## src/rtl/cache_axi_rd_arbiter.sv

```systemverilog
// Round-robin arbiter sharing one AXI read channel between icache and dcache.
// One AR burst in flight; R beats are steered to the latched owner.
module cache_axi_rd_arbiter #(
    parameter logic [3:0] ID_ICACHE   = 4'd0,
    parameter logic [3:0] ID_DCACHE   = 4'd1,
    parameter logic [2:0] ICACHE_SIZE = 3'b010
) (
    input  logic        clk,
    input  logic        rst,
    input  logic        icache_rd_req,
    input  logic [31:0] icache_rd_addr,
    input  logic [7:0]  icache_rd_len,
    output logic        icache_rd_grant,
    output logic        icache_ret_valid,
    output logic        icache_ret_last,
    output logic [31:0] icache_ret_data,
    input  logic        dcache_rd_req,
    input  logic [31:0] dcache_rd_addr,
    input  logic [7:0]  dcache_rd_len,
    input  logic [2:0]  dcache_rd_size,
    output logic        dcache_rd_grant,
    output logic        dcache_ret_valid,
    output logic        dcache_ret_last,
    output logic [31:0] dcache_ret_data,
    output logic [3:0]  arid,
    output logic [31:0] araddr,
    output logic [7:0]  arlen,
    output logic [2:0]  arsize,
    output logic [1:0]  arburst,
    output logic        arvalid,
    input  logic        arready,
    input  logic [3:0]  rid,
    input  logic [31:0] rdata,
    input  logic        rlast,
    input  logic        rvalid,
    output logic        rready,
    output logic        proto_err
);

    typedef enum logic [1:0] {IDLE, AR, R} state_t;

    state_t      state;
    logic        owner_dcache;
    logic        rr_dcache_last;
    logic [31:0] addr_q;
    logic [7:0]  len_q;
    logic [2:0]  size_q;
    logic [3:0]  id_q;
    logic [7:0]  cnt;
    logic        pick_i;
    logic        pick_d;
    logic        beat;
    logic        unused_rid;

    // Tie goes to whichever side was not granted last.
    always_comb begin
        pick_i = 1'b0;
        pick_d = 1'b0;
        if (state == IDLE && !rst) begin
            unique case ({icache_rd_req, dcache_rd_req})
                2'b10:   pick_i = 1'b1;
                2'b01:   pick_d = 1'b1;
                2'b11: begin
                    pick_i = rr_dcache_last;
                    pick_d = !rr_dcache_last;
                end
                default: ;
            endcase
        end
    end

    assign icache_rd_grant = pick_i;
    assign dcache_rd_grant = pick_d;

    assign beat = rvalid && rready;

    always_ff @(posedge clk) begin
        if (rst) begin
            state          <= IDLE;
            arvalid        <= 1'b0;
            rready         <= 1'b0;
            proto_err      <= 1'b0;
            rr_dcache_last <= 1'b0;
            owner_dcache   <= 1'b0;
            addr_q         <= '0;
            len_q          <= '0;
            size_q         <= '0;
            id_q           <= '0;
            cnt            <= '0;
        end else begin
            unique case (state)
                IDLE: begin
                    if (pick_i || pick_d) begin
                        owner_dcache   <= pick_d;
                        rr_dcache_last <= pick_d;
                        addr_q  <= pick_d ? dcache_rd_addr : icache_rd_addr;
                        len_q   <= pick_d ? dcache_rd_len  : icache_rd_len;
                        size_q  <= pick_d ? dcache_rd_size : ICACHE_SIZE;
                        id_q    <= pick_d ? ID_DCACHE      : ID_ICACHE;
                        arvalid <= 1'b1;
                        state   <= AR;
                    end
                end
                AR: begin
                    if (arready) begin
                        cnt     <= '0;
                        arvalid <= 1'b0;
                        rready  <= 1'b1;
                        state   <= R;
                    end
                end
                R: begin
                    if (beat) begin
                        cnt <= cnt + 8'd1;
                        // rlast must coincide exactly with beat index == len
                        if (rlast != (cnt == len_q)) begin
                            proto_err <= 1'b1;
                        end
                        if (rlast) begin
                            rready <= 1'b0;
                            state  <= IDLE;
                        end
                    end
                end
                default: state <= IDLE;
            endcase
        end
    end

    assign arid    = id_q;
    assign araddr  = addr_q;
    assign arlen   = len_q;
    assign arsize  = size_q;
    assign arburst = 2'b01;

    assign icache_ret_valid = beat && !owner_dcache;
    assign icache_ret_last  = rready && !owner_dcache && rlast;
    assign icache_ret_data  = rdata;
    assign dcache_ret_valid = beat && owner_dcache;
    assign dcache_ret_last  = rready && owner_dcache && rlast;
    assign dcache_ret_data  = rdata;

    assign unused_rid = ^rid;

endmodule

```

## config.mk

```make
export PLATFORM = sky130hd
export DESIGN_NAME = cache_axi_rd_arbiter
export DESIGN_NICKNAME = d
export VERILOG_FILES = /design/src/rtl/cache_axi_rd_arbiter.sv
export SDC_FILE = /design/constraint.sdc
export NUM_CORES = 1
export LEC_CHECK = 0
export CAP_MARGIN = 25
export CORE_MARGIN = 4
export CORE_UTILIZATION = 25
export CTS_CLUSTER_DIAMETER = 30
export CTS_CLUSTER_SIZE = 30
export DETAILED_ROUTE_END_ITERATION = 10
export PLACE_DENSITY = 0.74
export SLEW_MARGIN = 20
export SYNTH_ARGS = -nofsm -noshare
export SYNTH_HDL_FRONTEND = slang
export SYNTH_SLANG_ARGS = --single-unit
export TNS_END_PERCENT = 20
```

## constraint.sdc

```tcl
create_clock -name clk -period 1.7 [get_ports clk]
set_input_delay 0.17 -clock clk [delete_from_list [all_inputs] [get_ports clk]]
set_output_delay 0.17 -clock clk [all_outputs]
set_load 0.02 [all_outputs]
```

==> flow_summary.ini <==
[clock_network]
cts.clk_slew.worst_paths_ns = 0.05
ctsHoldBuffers = 0
cts_tree = yes
cts_buffers = 9
clk_latency_ns = 0.33
cts_root_buffer = clkbuf_16
ctsHtreeMaxLevel = 3
clock_sinks = 57
clockBufferDepth = 2

[global_routing]
grt_pass1_vias = 3108
track_usage_pct = 12.6
grt-ovfl-total = 0
antenna_found_initial = 0
grt_pass1_wl_um = 15600
grt_max_degree = 35

[timing]
finalHoldViolCount = 0
fin_crit_sh_pct = 94.6
clock_skew_ns = 0.00552
clock.fmax_mhz = 622
fin_worst_hold_slack_ns = 0.340
drv_slew = 0
post-route-min-period_ns = 1.61
setup_viol = 0
rsz0062_at_grt = no

[route]
drc_errors = 0
drt_wl_total_um = 9760
vias = 3007
drtIter0Drc = 74
avgRoutedWirePerCell_um = 14.8
ant_nets = 0
vias_per_cell = 4.56
firstDrtPassIters = 4

[yosys]
avgSynthCellArea_um2 = 8.46
ys.flop_type = dfxtp_1
synth_top_area_cell = dfxtp_1
async_reset_ff_share_pct = 0
ys_top_cells_by_area = dfxtp_1, a311oi_2, buf_4
ys_types = 39
synth_edf_count = 0
synth_area_um2 = 3380
yosysWarnings = 0
ys_seq_area_share_pct = 33.7
synth.ff_latch_count = 57
yosysTopAreaCellShare_pct = 33.7
postSynthCellCount = 400

[die]
initial_core_util_pct = 25.6
ios = 248
fp.dieH_um = 124
rows = 42
die_w_um = 124
design.die.area_um2 = 15500
core-area_um2 = 13200

[worst_setup_path]
ff2ff_setup_slack_ns = 0.15
crit_type = flop to output pin
cp_data_arrival_time_ns = 1.44
cp_max_fo = 6
r2r-end = araddr[13]$_SDFFE_PP0P_
cp.required_ns = 1.53
start_kind = flop
r2r_cells = 6
reg2reg_from = state[1]$_SDFFE_PP0P_
worst_setup_path_end_kind = output pin

[placement]
detailed_place_hpwl_um = 7540
gp_congestion = 0.788
post_dp_cell_area_um2 = 4560
io_buffer_count = 142

[hold_path]
worst_hold_path_type = input port to output pin
hold_depth = 0
holdPathEnd = dcache_ret_data[10]
hold_start = rdata[10]

[finish]
multi_input_area_um2 = 1580
drive_gt1_share_pct = 16.1
antenna_cells = 0
area_growth_pct = 42.3
fin_nets = 607
design_area_um2 = 4820
regArea_um2 = 1140
final.fill_count = 1363

[job]
maxCapViolCount = 0

[pwr]
powerDensity_nw_per_um2 = 867
ir_drop_uv = 542
cellLeakagePower_nw = 1.71

[outcome]
status = completed
state kept, by name, summed over array words and instances (netlist names):
name and cells:
araddr 32, arlen 8, arsize 3, arvalid 1
cnt 8, proto_err 1, rr_dcache_last 1, rready 1
state 2
cells in the mapped netlist, types with 4 or more instances:
cell type,n
buf_4,74
a311oi_2,37
clkbuf_1,11
buf_2,8
nand3_1,4
nor2_1,53
dfxtp_1,57
a21oi_1,8
xnor2_1,9
o2111ai_1,4
xor2_1,5
nand2_1,89
stage by stage:
| step | utilization (%) | setup slack (ns) | TNS (ns) | cells | power [mW] |
|---|---|---|---|---|---|
| after floorplan | - | 0.299 | 0 | 403 | 2.28 |
| after global placement | 34.4 | -0.0426 | -0.0426 | 645 | 2.59 |
| after detailed placement | 34.4 | -0.0626 | -0.471 | 645 | 2.60 |
| after CTS | 36.3 | 0.00859 | 0 | 660 | 4.24 |
| after global routing | 36.4 | 0.0160 | 0 | 660 | 4.37 |
| final | 36.4 | 0.0914 | 0 | 660 | 4.17 |
worst max path at each step:
stage | start | endpoint | slack, ns
finish | rr_dcache_last$_SDFFE_PP0P_ | arid[0] | 0.09
global route | state[1]$_SDFFE_PP0P_ | icache_rd_grant | 0.02
CTS | state[0]$_SDFFE_PP0P_ | icache_rd_grant | 0.009
detailed placement | icache_rd_req | dcache_rd_grant | -0.06
global placement | icache_rd_req | dcache_rd_grant | -0.04
floorplan | state[0]$_SDFFE_PP0P_ | araddr[23]$_SDFFE_PP0P_ | 0.30
report_power, final:
part / total, mW / switching, mW / internal, mW
Clock: 1.61 / 0.598 / 1.01
Sequential: 1.53 / 0.0784 / 1.45
Combinational: 1.04 / 0.492 / 0.547
repair_timing:
| action | CTS | global route |
|---|---|---|
| pin swaps | 0 | 1 |
| setup buffers | 0 | 0 |
| resized for setup | 7 | 2 |
| endpoints found under the setup margin | 6 | 2 |
layout by cell type, fill, tap and decap left out, types with 3 or more instances in the layout:
cell type	count
xor2_1	5
o2111ai_1	4
nor2_1	53
xnor2_1	9
buf_4	19
nand2_1	89
a21oi_1	8
nand4_1	3
dlygate4sd2_1	4
dfxtp_1	56
conb_1	5
clkdlybuf4s50_1	135
nand3_1	4
and3_1	3
a311oi_1	3
inv_1	3
clkbuf_16	9
a311oi_2	37
cell families (layout without fill, tap and decap cells):
family                     count (synthesis)  after routing  share of synthesized area [%]
DFF                                       57             57                           33.7
buffers and inverters                    102            183                           20.3
adders and majority gates                  1              1                          0.370
and+or+nand+nor                          164            164                           20.6
AOI/OAI and AO/OA                         60             60                           21.2
other                                      2              5                          0.222
xor gates and xnor gates                  14             14                           3.62
critical path, stage by stage, from the launching register on:
cell,delay [ns]
dfxtp_1,0.37
buf_4,0.15
clkdlybuf4s50_1,0.59
layout make-up:
cell class	count	share of cell area (%)
tap	176	4.57
multi-input combinational	244	32.7
clock inverter	3	0.364
inverter	5	0.390
clock buffer	12	5.12
timing repair buffer	163	33.1
sequential	57	23.7
metal layers:
metal / vias up / share of wire [%] / track usage, %
met2: 145 / 46 / 19.8
met1: 1400 / 43 / 14.7
met4: 0 / 2.3 / 5.48
met3: 15 / 8.8 / 5.62
met5: - / 0 / 0
li1: 1447 / - / -
Power figures use the tool's default switching activity.
